[src/rtl/mask_pkg.sv]
// Shared widths and the MSB-aligned thermometer decode for the mask_16_32 block.
//   MASK16_W / MASK32_W : mask widths
//   CNT16_W  / CNT32_W  : matching count widths
//   msb_mask(width, n)  : top n+1 bits of a width-bit word set, rest clear
package mask_pkg;

    localparam int unsigned MASK16_W = 16;
    localparam int unsigned MASK32_W = 32;
    localparam int unsigned CNT16_W  = 4;
    localparam int unsigned CNT32_W  = 5;

    // Bit i is set iff i >= width-1-n; written as i+n+1 >= width so nothing underflows.
    function automatic logic [31:0] msb_mask(input int unsigned width, input int unsigned n);
        logic [31:0] m;
        m = '0;
        for (int unsigned i = 0; i < 32; i++) begin
            if ((i < width) && ((i + n + 1) >= width)) begin
                m[i] = 1'b1;
            end
        end
        return m;
    endfunction

endpackage

[src/rtl/mask_unit.sv]
// One mask channel: combinational thermometer decode feeding a registered output.
//   clk  : clock, rising edge
//   rst  : synchronous active-high reset, clears mask
//   cnt  : binary count n (CW bits)
//   mask : registered W-bit mask with the top n+1 bits set
module mask_unit
    import mask_pkg::*;
#(
    parameter int unsigned W  = 16,
    parameter int unsigned CW = $clog2(W)
) (
    input  logic          clk,
    input  logic          rst,
    input  logic [CW-1:0] cnt,
    output logic [W-1:0]  mask
);

    logic [W-1:0] mask_c;

    // Decode the count into an MSB-aligned thermometer mask.
    always_comb begin
        mask_c = W'(msb_mask(W, 32'(cnt)));
    end

    // Output register; reset is the only way to reach all-zero.
    always_ff @(posedge clk) begin
        if (rst) begin
            mask <= '0;
        end else begin
            mask <= mask_c;
        end
    end

endmodule

[src/rtl/mask_16_32.sv]
// Two independent registered MSB-aligned thermometer masks, 16-bit and 32-bit.
//   clk    : clock, rising edge
//   rst    : synchronous active-high reset, clears both masks
//   in16   : 4-bit count for mask16
//   in32   : 5-bit count for mask32
//   mask16 : registered 16-bit mask, top in16+1 bits set
//   mask32 : registered 32-bit mask, top in32+1 bits set
module mask_16_32
    import mask_pkg::*;
(
    input  logic                clk,
    input  logic                rst,
    input  logic [CNT16_W-1:0]  in16,
    input  logic [CNT32_W-1:0]  in32,
    output logic [MASK16_W-1:0] mask16,
    output logic [MASK32_W-1:0] mask32
);

    mask_unit #(.W(MASK16_W), .CW(CNT16_W)) u_mask16 (
        .clk  (clk),
        .rst  (rst),
        .cnt  (in16),
        .mask (mask16)
    );

    mask_unit #(.W(MASK32_W), .CW(CNT32_W)) u_mask32 (
        .clk  (clk),
        .rst  (rst),
        .cnt  (in32),
        .mask (mask32)
    );

endmodule

[config.mk]
export PLATFORM = sky130hd
export DESIGN_NAME = mask_16_32
export DESIGN_NICKNAME = d
export VERILOG_FILES = /design/src/rtl/mask_pkg.sv /design/src/rtl/mask_unit.sv /design/src/rtl/mask_16_32.sv
export SDC_FILE = /design/constraint.sdc
export NUM_CORES = 1
export LEC_CHECK = 0
export ABC_AREA = 0
export CAP_MARGIN = 20
export CORE_MARGIN = 2
export CORE_UTILIZATION = 30
export CTS_BUF_LIST = sky130_fd_sc_hd__clkbuf_8 sky130_fd_sc_hd__clkbuf_16
export CTS_CLUSTER_DIAMETER = 80
export DETAILED_ROUTE_END_ITERATION = 16
export GPL_ROUTABILITY_DRIVEN = 0
export MAX_ROUTING_LAYER = met4
export SETUP_SLACK_MARGIN = 0.4
export SLEW_MARGIN = 10
export SYNTH_ARGS = -nofsm -noshare
export SYNTH_HDL_FRONTEND = slang
export SYNTH_SLANG_ARGS = --single-unit
[constraint.sdc]
create_clock -name clk -period 3.1 [get_ports clk]
set_input_delay 0.62 -clock clk [delete_from_list [all_inputs] [get_ports clk]]
set_output_delay 0.62 -clock clk [all_outputs]
set_load 0.01 [all_outputs]
---- After elaboration in Yosys (flattened, before gate mapping) ----
Index checks and enable logic that the tools add are counted.
operators by class
  divide/modulo/power cells ............... 0
  reductions and logical operators ........ 0
  equality and inequality tests ........... 0
  shift operators ......................... 0
  multipliers ............................. 0
  mux-type cells .......................... 48
  add/subtract/negate cells ............... 92
  order comparisons ....................... 48
  bitwise gates (word level) .............. 0
operator list
  cell                                                                count
  adder 32 x 1 -> 32 bit, second input constant                       46
  greater-or-equal comparator 32 x 6 -> 1 bit, second input constant  31
  greater-or-equal comparator 32 x 5 -> 1 bit, second input constant  16
  adder 5 x 5 -> 6 bit, first input constant                          16
  adder 4 x 5 -> 6 bit, first input constant                          8
  two-way mux 1 bit                                                   48
  adder 4 x 4 -> 5 bit, first input constant                          8
  adder 3 x 5 -> 6 bit, first input constant                          4
  adder 3 x 4 -> 5 bit, first input constant                          4
  adder 2 x 5 -> 6 bit, first input constant                          2
  adder 2 x 4 -> 5 bit, first input constant                          2
  adder 1 x 5 -> 6 bit, first input constant                          1
  greater-or-equal comparator 6 bit, second input constant            1
  adder 4 x 1 -> 5 bit, second input constant                         1
storage, ports and cells
  memories ................................ 0
  output and inout port bits .............. 48
  bits in registers ....................... 48
  memory bits (writable) .................. 0
  bits in read-only memories .............. 0
  bits of input ports ..................... 11
  bits in latches ......................... 0
  word-level logic and storage cells ...... 190

---- Longest topological paths before layout ----
Gate-level depths: netlist of run 1.
  depth after elaboration ................. 4
  gate-level depth with buffers ........... 9
  mapped depth without buffers ............ 7

---- Modules after synthesis ----
From an unflattened synthesis of run 1, not the netlist that was laid out.
second synthesis, totals
  cell total of the unflattened synthesis .. 151
  area, all modules ....................... 1595.3 µm²
modules (own cells, without submodules)
  module                 times used  cells each  sequential area each (µm²)  area an instance (µm²)
  mask_unit at u_mask32  1           96          640.6                       1003.5
  mask_unit at u_mask16  1           55          320.3                       591.8

---- Worst setup path before layout of run 1 ----
No wires, ideal clock.
  path kind ............................... input port to flip-flop
  from .................................... in in32[0]
  to ...................................... reg u_mask32.mask[23]
  library setup time ...................... 126 ps
  data required time ...................... 2974 ps
  buffers on the path ..................... 2
  arrival ................................. 2388 ps
  setup slack ............................. 586 ps
  stages .................................. 8
  cells stage by stage .................... clkbuf_1 > inv_1 > ha_1 > or2_1 > buf_6 > or4_4 > o31ai_2 > a21oi_1
between the ends
  cells in the longest elaborated chain, start to end .. 4
RTL lines
  element                                      RTL line          RTL
  start, declared                              mask_16_32.sv:14  input logic [CNT32_W-1:0] in32,
  adder 5 x 5 -> 6 bit                         mask_pkg.sv:17    if ((i < width) && ((i + n + 1) >= width)) begin
  adder 32 x 1 -> 32 bit                       mask_pkg.sv:17
  greater-or-equal comparator 32 x 6 -> 1 bit  mask_pkg.sv:17
  two-way mux 1 bit                            mask_pkg.sv:17
  end signal, assigned                         mask_unit.sv:30   mask <= mask_c;
  end, declared                                mask_unit.sv:15   output logic [W-1:0] mask
No other way between the ends.
A chain may end at the register's enable or synchronous reset.

---- Worst setup path in the final report of run 1 ----
  from .................................... in in32[3]
  to ...................................... reg u_mask32.mask[6]
between the ends
  cells in the longest elaborated chain, start to end .. 4
RTL lines
  element                                      RTL line
  adder 3 x 5 -> 6 bit                         mask_pkg.sv:17
  adder 32 x 1 -> 32 bit                       mask_pkg.sv:17
  greater-or-equal comparator 32 x 6 -> 1 bit  mask_pkg.sv:17
  two-way mux 1 bit                            mask_pkg.sv:17
No other way between the ends.

==> results of run 1 <==
[synthesized netlist by cell type (3+ instances only)]
master    instances
a211oi_1         11
a21boi_0          5
a21o_1            4
a21oi_1          43
a221oi_1          5
a311oi_1          8
a31oi_1           4
and3_1            3
buf_2            14
clkbuf_1         13
dfxtp_1          48
ha_1             39
inv_1            17
mux2_2            4
nand2_1          56
nand2b_1          5
nand3_1          16
nand3b_1          3
nor2_1           28
nor2b_1           5
nor3_1           10
nor4_1            3
o21ai_0          11
o311a_1           4
o31ai_1           4
or3_1             4
xnor2_1          26
xor2_1            6
[stage by stage]
stage,cells,cell area (um2),worst slack (ns),util (%),power [mW]
finish,640,4490,0.513,39.1,1.77
detailed placement,632,4320,0.266,37.7,1.16
global route,640,4490,0.400,39.1,1.87
floorplan,437,3530,0.586,-,0.972
global placement,632,4320,0.309,37.7,1.15
CTS,640,4490,0.570,39.1,1.79
[registers in the layout (all words and copies together), names as in the netlist]
name	count
u_mask32.mask	32
u_mask16.mask	16
[power by group]
group	switching, mW	internal [mW]
registers	0.0101	0.656
logic	0.269	0.210
clock network	0.244	0.379
total	0.523	1.25
[final cells by class]
| cell class | instances | area (um2) |
|---|---|---|
| sequential | 48 | 961 |
| timing repair buffer | 81 | 753 |
| clock inverter | 3 | 42.5 |
| inverter | 18 | 67.6 |
| tap | 143 | 179 |
| clock buffer | 5 | 125 |
| fill | 1162 | 6980 |
| multi-input combinational | 342 | 2360 |
[path summary, 6_finish.rpt]
| kind | slack (ns) | cells after the start | to |
|---|---|---|---|
| hold / removal | 1.10 | 3 | u_mask32.mask[4]$_SDFF_PP0_ |
| setup / recovery | 0.51 | 8 | u_mask32.mask[6]$_SDFF_PP0_ |
[cell usage in the layout (no fill, tap or decap), types with 8 or more instances in the layout]
cell and instances:
dfxtp_1 48, a21oi_1 43, o21ai_0 11, inv_1 17
buf_4 23, a311oi_1 8, clkdlybuf4s50_1 58, nor2_1 28
nand3_1 16, a211oi_1 11, ha_1 39, nand2_1 56
xnor2_1 26, nor3_1 10
[logic make-up (layout without fill, tap and decap cells)]
family | Yosys count | in the layout
buf+inv | 47 | 107
mux | 6 | 6
xor+xnor | 33 | 33
simple gates | 143 | 143
flops | 48 | 48
compound gates | 121 | 121
fa+ha+maj | 39 | 39
[tightest hold or removal path, delay by kind of cell]
kind	cells	cell delay (ns)
buffers and inverters	2	0.60
AO/OA/AOI/OAI	1	0.13
[layer usage]
metal / track usage (%) / part of all wire [%] / vias up / routed length (um)
met3: 3.46 / 6.2 / 13 / 621
met5: - / 0 / - / 0
met2: 28.6 / 50 / 126 / 5030
met4: 4.72 / 1.6 / 0 / 162
met1: 19.3 / 42 / 1617 / 4180
li1: - / - / 1680 / -
==> impl_metrics.toml, run 1 <==
[run_status]
status = "complete, no violations"

[timing]
period_needed_ns = 2.59
whs_ns = 1.10
rsz0062_at_grt = "false"
setup_viol = 0
worstMarginPinSlew_ns = 0.499
fin_crit_sh_pct = 83.4
timing.fmax_mhz = 387
slew_viol_final = 0
hold_viol_final = 0
tns_ns = 0
relSlewSlack_pct = 66.4

[cells_and_area]
final_net_count = 546
syn_to_final_growth_pct = 27.2
antenna_cells = 0
drive_gt1_share_pct = 8.85

[grt]
grt_use_total_pct = 16.5
grt_max_degree = 25
grt_remaining_overflow = 0
grt_pass1_wl_mm = 16.6
grt_pass1_vias = 3429
grt_antenna_before_repair = 0

[yosys]
synth_top_family_by_area = "compound AO/OA/AOI/OAI gates"
synth_seq_cells = 48
netlist_instances = 437
synth_edf_count = 0
synth_cell_types = 57
synth_compound_area_share_pct = 23.5
ys_seq_area_share_pct = 27.2
synth_xor_area_share_pct = 8.40
synthTopCellsByArea = "dfxtp_1 (27%), ha_1 (14%), xnor2_1 (6.5%), a21oi_1 (6.1%), nand2_1 (6.0%)"
async_flop_share_pct = 0
syn_avg_cell_area_um2 = 8.07
yosysTopAreaCellShare_pct = 27.2
muxShareOfSynthArea_pct = 1.84
syn_nets = 487
synth_area_um2 = 3530
yosysWarnings = 0
synth_ff_type = "dfxtp_1"
synthAdderAreaFrac_pct = 13.8
yosys.area_share.simple_pct = 19.2
yosysTopAreaCell = "dfxtp_1"

[setup_path]
crit_fanout = 14
cp_slowest_cell = "clkdlybuf4s50_1"
critPathKind = "input pin to register"
cp-start-kind = "input pin"
cp.required_ns = 3.27
worstPathCellList = "clkdlybuf4s50_1 > buf_4 > ha_1 > a21oi_1 > xnor2_1 > nand2_1 > a2111oi_0 > nor3_1"
cp.arrival_ns = 2.76
path_delay_family = "buffers and inverters"
cpPeakStageDelay_ns = 0.56
worst-path-buf-inv = 2
end_kind = "register"
crit_start = "in32[3]"

[die]
die_area_um2 = 12600
io_pins = 59
std_cell_rows = 39
fp.dieH_um = 112
die_x_um = 112
core_um2 = 11500
start_util_pct = 30.8

[cts]
post_cts_resize_count = 0
clkTransAtPathRegs_ns = 0.07
root_buffer = "clkbuf_16"
numCtsBuffers = 5
postCtsHoldBufs = 0
cts_setup_buffers = 0
cts_tree = "done"
cts.sinks = 48
cts_buffer_depth = 2
cts_max_level = 2

[power_and_ir_drop]
pwr_density_cell_nw_per_um2 = 394
vdd_drop_max_uv = 266
leakage_nw = 1.73

[drt]
vias = 3436
wl_per_cell_um = 15.6
drt-total-wl_mm = 10.0
drc = 0
dr.pass1.iters = 4
drtIter0Drc = 169
via_per_inst = 5.37
ant_nets = 0

[flow_run]
max_cap_violations = 0

[worst_hold_path]
hold_path_class = "input pin to register"
hp-start = "rst"

[placement]
portBuffers = 58
dpl.hpwl_mm = 7.35
(Power assumes the default switching activity.)
==> run 2, diff against run 1 <==
==> constraint.sdc (replaced) <==
create_clock -name clk -period 2.3 [get_ports clk]
set_input_delay 0.46 -clock clk [delete_from_list [all_inputs] [get_ports clk]]
set_output_delay 0.46 -clock clk [all_outputs]
set_load 0.01 [all_outputs]
==> run 2 against run 1 <==
Net effect:
- sequential share of layout area decreased by 3.1 points
- global-route usage is 1.1 points higher
- first-iteration DRC count grew 7.1%
- largest cell class unchanged
- highest routed layer unchanged
==> impl_metrics.toml, run 2 (synthesized netlist as in run 1, its figures left out) <==
[placement]
dp_cells = 713
portBuffers = 58
dpl.hpwl_mm = 8.28

[setup_path]
cpPeakStageDelay_ns = 0.36
cp-start-kind = "input pin"
cp.arrival_ns = 2.05
worstPathCellList = "buf_4 > buf_4 > ha_1 > buf_4 > or3_1 > a21oi_2 > nand2_1 > a221oi_2"
cp.required_ns = 2.50
worst-path-buf-inv = 3
end_kind = "register"
cp_slowest_cell = "or3_1"
path_depth = 8
critPathKind = "input pin to register"
crit_fanout = 8
path_delay_family = "buffers and inverters"
cp_common_cell = "buf_4"

[timing]
setup_viol = 0
whs_ns = 0.692
period_needed_ns = 1.86
timing.fmax_mhz = 539
fin_crit_sh_pct = 80.7
slew_viol_final = 0
rsz0062_at_grt = "false"
tns_ns = 0
relSlewSlack_pct = 61.9
worstMarginPinSlew_ns = 0.571
hold_viol_final = 0

[cells_and_area]
regMostFlops = "u_mask32.mask"
drive_gt1_share_pct = 28.8
largest_register_ffs = 32
instances_no_fill = 722
final_net_count = 628
syn_to_final_growth_pct = 49.0
utilization_pct = 45.8
antenna_cells = 0
reg_top3 = "u_mask32.mask x32, u_mask16.mask x16"
final_cell_mix = "buf_4 (103), nand2_1 (56), clkdlybuf4s50_1 (50)"
final_common_cell = "buf_4"

[power_and_ir_drop]
pwr_density_cell_nw_per_um2 = 469
leakage_nw = 2.14
vdd_drop_max_uv = 334

[drt]
wl_per_cell_um = 15.2
via_per_inst = 5.15
vias = 3721
drt-total-wl_mm = 11.0
dr.pass1.iters = 5
drtIter0Drc = 181
ant_nets = 0
drc = 0

[cts]
root_buffer = "clkbuf_16"
cts_tree = "done"
cts_max_level = 2
numCtsBuffers = 5
clkTransAtPathRegs_ns = 0.07
cts_buffer_depth = 2
cts.sinks = 48

[die]
fp.dieH_um = 112
std_cell_rows = 39
start_util_pct = 30.8
io_pins = 59
die_area_um2 = 12600
die_x_um = 112
core_um2 = 11500

[grt]
grt_pass1_wl_mm = 18.0
grt_use_total_pct = 17.6
grt_max_degree = 21
grt_remaining_overflow = 0
grt_pass1_vias = 3866
grt_antenna_before_repair = 0

[flow_run]
max_cap_violations = 0

[worst_hold_path]
min_delay_path_depth = 4
hold_path_class = "input pin to register"

[run_status]
status = "complete, no violations"
[run 2: cell count changes in the layout (fill, tap and decap cells not counted), sizes merged]
| cell | previous run | this run |
|---|---|---|
| buf | 23 | 108 |
| clkbuf | 5 | 8 |
| clkinvlp | 1 | 4 |
| clkdlybuf4s50 | 58 | 50 |
| clkinv | 1 | 0 |
| dlygate4sd2 | 0 | 3 |
| bufinv | 1 | 0 |
| inv | 18 | 16 |
[run 2: metal layers]
layer	share of wire [%]	vias up	GRT usage [%]
met5	0	-	-
met4	1.2	0	4.72
met3	4.5	16	3.51
met2	51	85	31.0
met1	43	1779	20.5
li1	-	1841	-
[run 2: stage by stage]
step	total power [mW]	cell area, um2	worst slack [ns]
after detailed placement	1.69	4990	-0.318
after global routing	2.59	5260	0.370
after CTS	2.47	5190	0.400
after global placement	1.68	4990	-0.299
after floorplan	1.33	3620	0.276
final	2.46	5260	0.444
[run 2: worst paths after layout]
path,from,to,slack (ns)
worst min-delay path,in16[2],u_mask16.mask[3]$_SDFF_PP0_,0.69
worst max-delay path,in32[1],u_mask32.mask[21]$_SDFF_PP0_,0.44
[run 2: layout make-up]
class,instances,area [um2]
timing repair buffer,163,1360
clock buffer,6,139
inverter,18,82.6
sequential,48,961
tap,143,179
fill,1087,6210
multi-input combinational,342,2520
clock inverter,2,15.0
[run 2: where the power goes]
group          total [mW]  switching [mW]  internal, mW
Combinational       0.808           0.414         0.394
Clock               0.757           0.324         0.433
Sequential          0.898          0.0139         0.884
Total                2.46           0.752          1.71
[run 2: timing repair]
action / 4_1_cts / 5_1_grt
setup endpoints to repair: 43 / 28
setup buffers: 1 / 0
endpoints found under the hold margin: 0 / 0
resized for setup: 34 / 26
pin swaps: 5 / 12
hold buffers: 0 / 0
==> run 3, diff against run 2 <==
==> constraint.sdc (replaced) <==
create_clock -name clk -period 1.6 [get_ports clk]
set_input_delay 0.32 -clock clk [delete_from_list [all_inputs] [get_ports clk]]
set_output_delay 0.32 -clock clk [all_outputs]
set_load 0.01 [all_outputs]
==> run 3 against run 2 <==
Net effect:
- the flow now finishes with violations (negative setup slack)
- setup slack lost 0.52 ns
- clock-buffer cell count is 1 lower
- combinational power increased by 140%
- wire length is 42% higher
- global-route usage up 5.8 points
- sequential power grew 44%
- cell count increased by 9.8%
- non-clock buffer count is 72 higher
- critical endpoint is now u_mask32.mask[22]$_SDFF_PP0_
- highest routed layer unchanged
==> impl_metrics.toml, run 3 (synthesized netlist as in run 1, its figures left out) <==
[cts]
cts_buffer_depth = 2
numCtsBuffers = 5
postCtsHoldBufs = 0
cts_max_level = 2
root_buffer = "clkbuf_16"
clkTransAtPathRegs_ns = 0.06
cts.sinks = 48
cts_tree = "done"

[cells_and_area]
drive_gt1_share_pct = 62.2
final_cell_mix = "buf_4 (108), buf_6 (47), dfxtp_1 (45)"
reg_top3 = "u_mask32.mask x32, u_mask16.mask x16"
syn_to_final_growth_pct = 115
fill_cells = 803
largest_register_ffs = 32
multi_input_area_um2 = 3820
final_common_cell = "buf_4"
antenna_cells = 0
seq_area_um2 = 965
final_area_um2 = 7570
final_net_count = 700
regMostFlops = "u_mask32.mask"

[setup_path]
cp_slowest_cell = "mux2_2"
cp.required_ns = 1.79
path_depth = 9
end_kind = "register"
path_delay_family = "buffers and inverters"
worst-path-buf-inv = 3
cpPeakStageDelay_ns = 0.36
cp.arrival_ns = 1.87
cp-start-kind = "input pin"
critPathKind = "input pin to register"
worstPathCellList = "buf_8 > clkinvlp_4 > buf_4 > ha_4 > xor2_4 > nor2_4 > nand2_1 > mux2_2 > a221oi_2"
crit_fanout = 4

[power_and_ir_drop]
intPower_mw = 2.82
pwr-share-clk_pct = 24.1
vdd_drop_max_uv = 516
switching_share_pct = 33.5
pwr_density_cell_nw_per_um2 = 560
leakage_nw = 3.03
power_switching_mw = 1.42
pwr-share-seq_pct = 30.5
combinationalPowerShare_pct = 45.3

[worst_hold_path]
min_delay_path_depth = 4
hp-start = "in32[0]"
hold_path_class = "input pin to register"
whs_endpoint = "u_mask32.mask[0]$_SDFF_PP0_"

[drt]
vias = 4351
drc = 0
ant_nets = 0
dr.pass1.iters = 5
wl_per_cell_um = 19.6
drt-total-wl_mm = 15.6
via_per_inst = 5.49
drtIter0Drc = 273

[die]
core_um2 = 11500
die_area_um2 = 12600
die_x_um = 112
start_util_pct = 30.8
fp.dieH_um = 112
std_cell_rows = 39
io_pins = 59

[grt]
grt_remaining_overflow = 0
grt_pass1_vias = 4457
grt_use_total_pct = 23.4
grt_antenna_before_repair = 0
grt_pass1_wl_mm = 22.9
grt_max_degree = 17

[flow_run]
max_cap_violations = 0

[timing]
setup_slack_ns = -0.0748
relSlewSlack_pct = 72.7
setup_viol = 2
slew_viol_final = 0
timing.fmax_mhz = 597
worstMarginPinSlew_ns = 0.409
period_needed_ns = 1.67
hold_viol_final = 0
fin_crit_sh_pct = 105
rsz0062_at_grt = "true"

[run_status]
status = "finished, violations left"
violations = "negative setup slack"

[placement]
dpl.hpwl_mm = 8.91
dpl_cell_area_um2 = 5630
portBuffers = 58
pre_cts_slack_ns = -0.905
run 3: cell type report:
cell class | instances | area share, %
Tap cell | 143 | 2.36
Inverter | 18 | 1.78
Clock buffer | 5 | 1.65
Clock inverter | 2 | 0.165
Sequential cell | 48 | 12.7
Multi-Input combinational cell | 342 | 50.5
Timing Repair Buffer | 235 | 30.8
run 3: timing repair:
item / in CTS / in global routing
pin swaps: 77 / 41
endpoints found under the setup margin: 96 / 83
resized for setup: 295 / 110
gates cloned: 2 / 0
buffers inserted: 45 / 14
run 3: through the flow:
step	total power [mW]	hold WS [ns]	setup TNS, ns	util [%]	std cells
4_1_cts	4.04	0.458	-0.128	61.9	779
6_report	4.24	0.476	-0.115	66.0	793
2_1_floorplan	2.06	0.528	-1.47	-	437
3_5_place_dp	2.63	0.933	-30.85	49.1	725
5_1_grt	4.42	0.487	-0.323	66.0	793
3_3_place_gp	2.61	0.923	-29.13	49.1	725
run 3: power by group through the flow:
stage	Clock [mW]	Sequential, mW	Combinational, mW
after floorplan	0	1.36	0.704
after global placement	0	1.32	1.29
after detailed placement	0	1.32	1.31
after CTS	1.07	1.29	1.68
after global routing	1.10	1.30	2.02
final	1.02	1.29	1.92
run 3: metal layers:
layer  track usage [%]  part of all wire, %  vias up
li1                  -                    -     1992
met1              28.6                   41     2115
met2              38.6                   51      194
met3              3.73                  4.9       50
met4              9.19                  3.0        0
met5                 -                    0        -
run 3: worst max-delay path by stage:
stage	startpoint	end	slack [ns]
floorplan	in32[1]	u_mask32.mask[7]$_SDFF_PP0_	-0.28
global placement	in32[1]	u_mask32.mask[19]$_SDFF_PP0_	-0.84
detailed placement	in32[1]	u_mask32.mask[7]$_SDFF_PP0_	-0.91
CTS	in32[1]	u_mask32.mask[23]$_SDFF_PP0_	-0.08
global route	in32[1]	u_mask32.mask[22]$_SDFF_PP0_	-0.08
finish	in32[1]	u_mask32.mask[22]$_SDFF_PP0_	-0.07
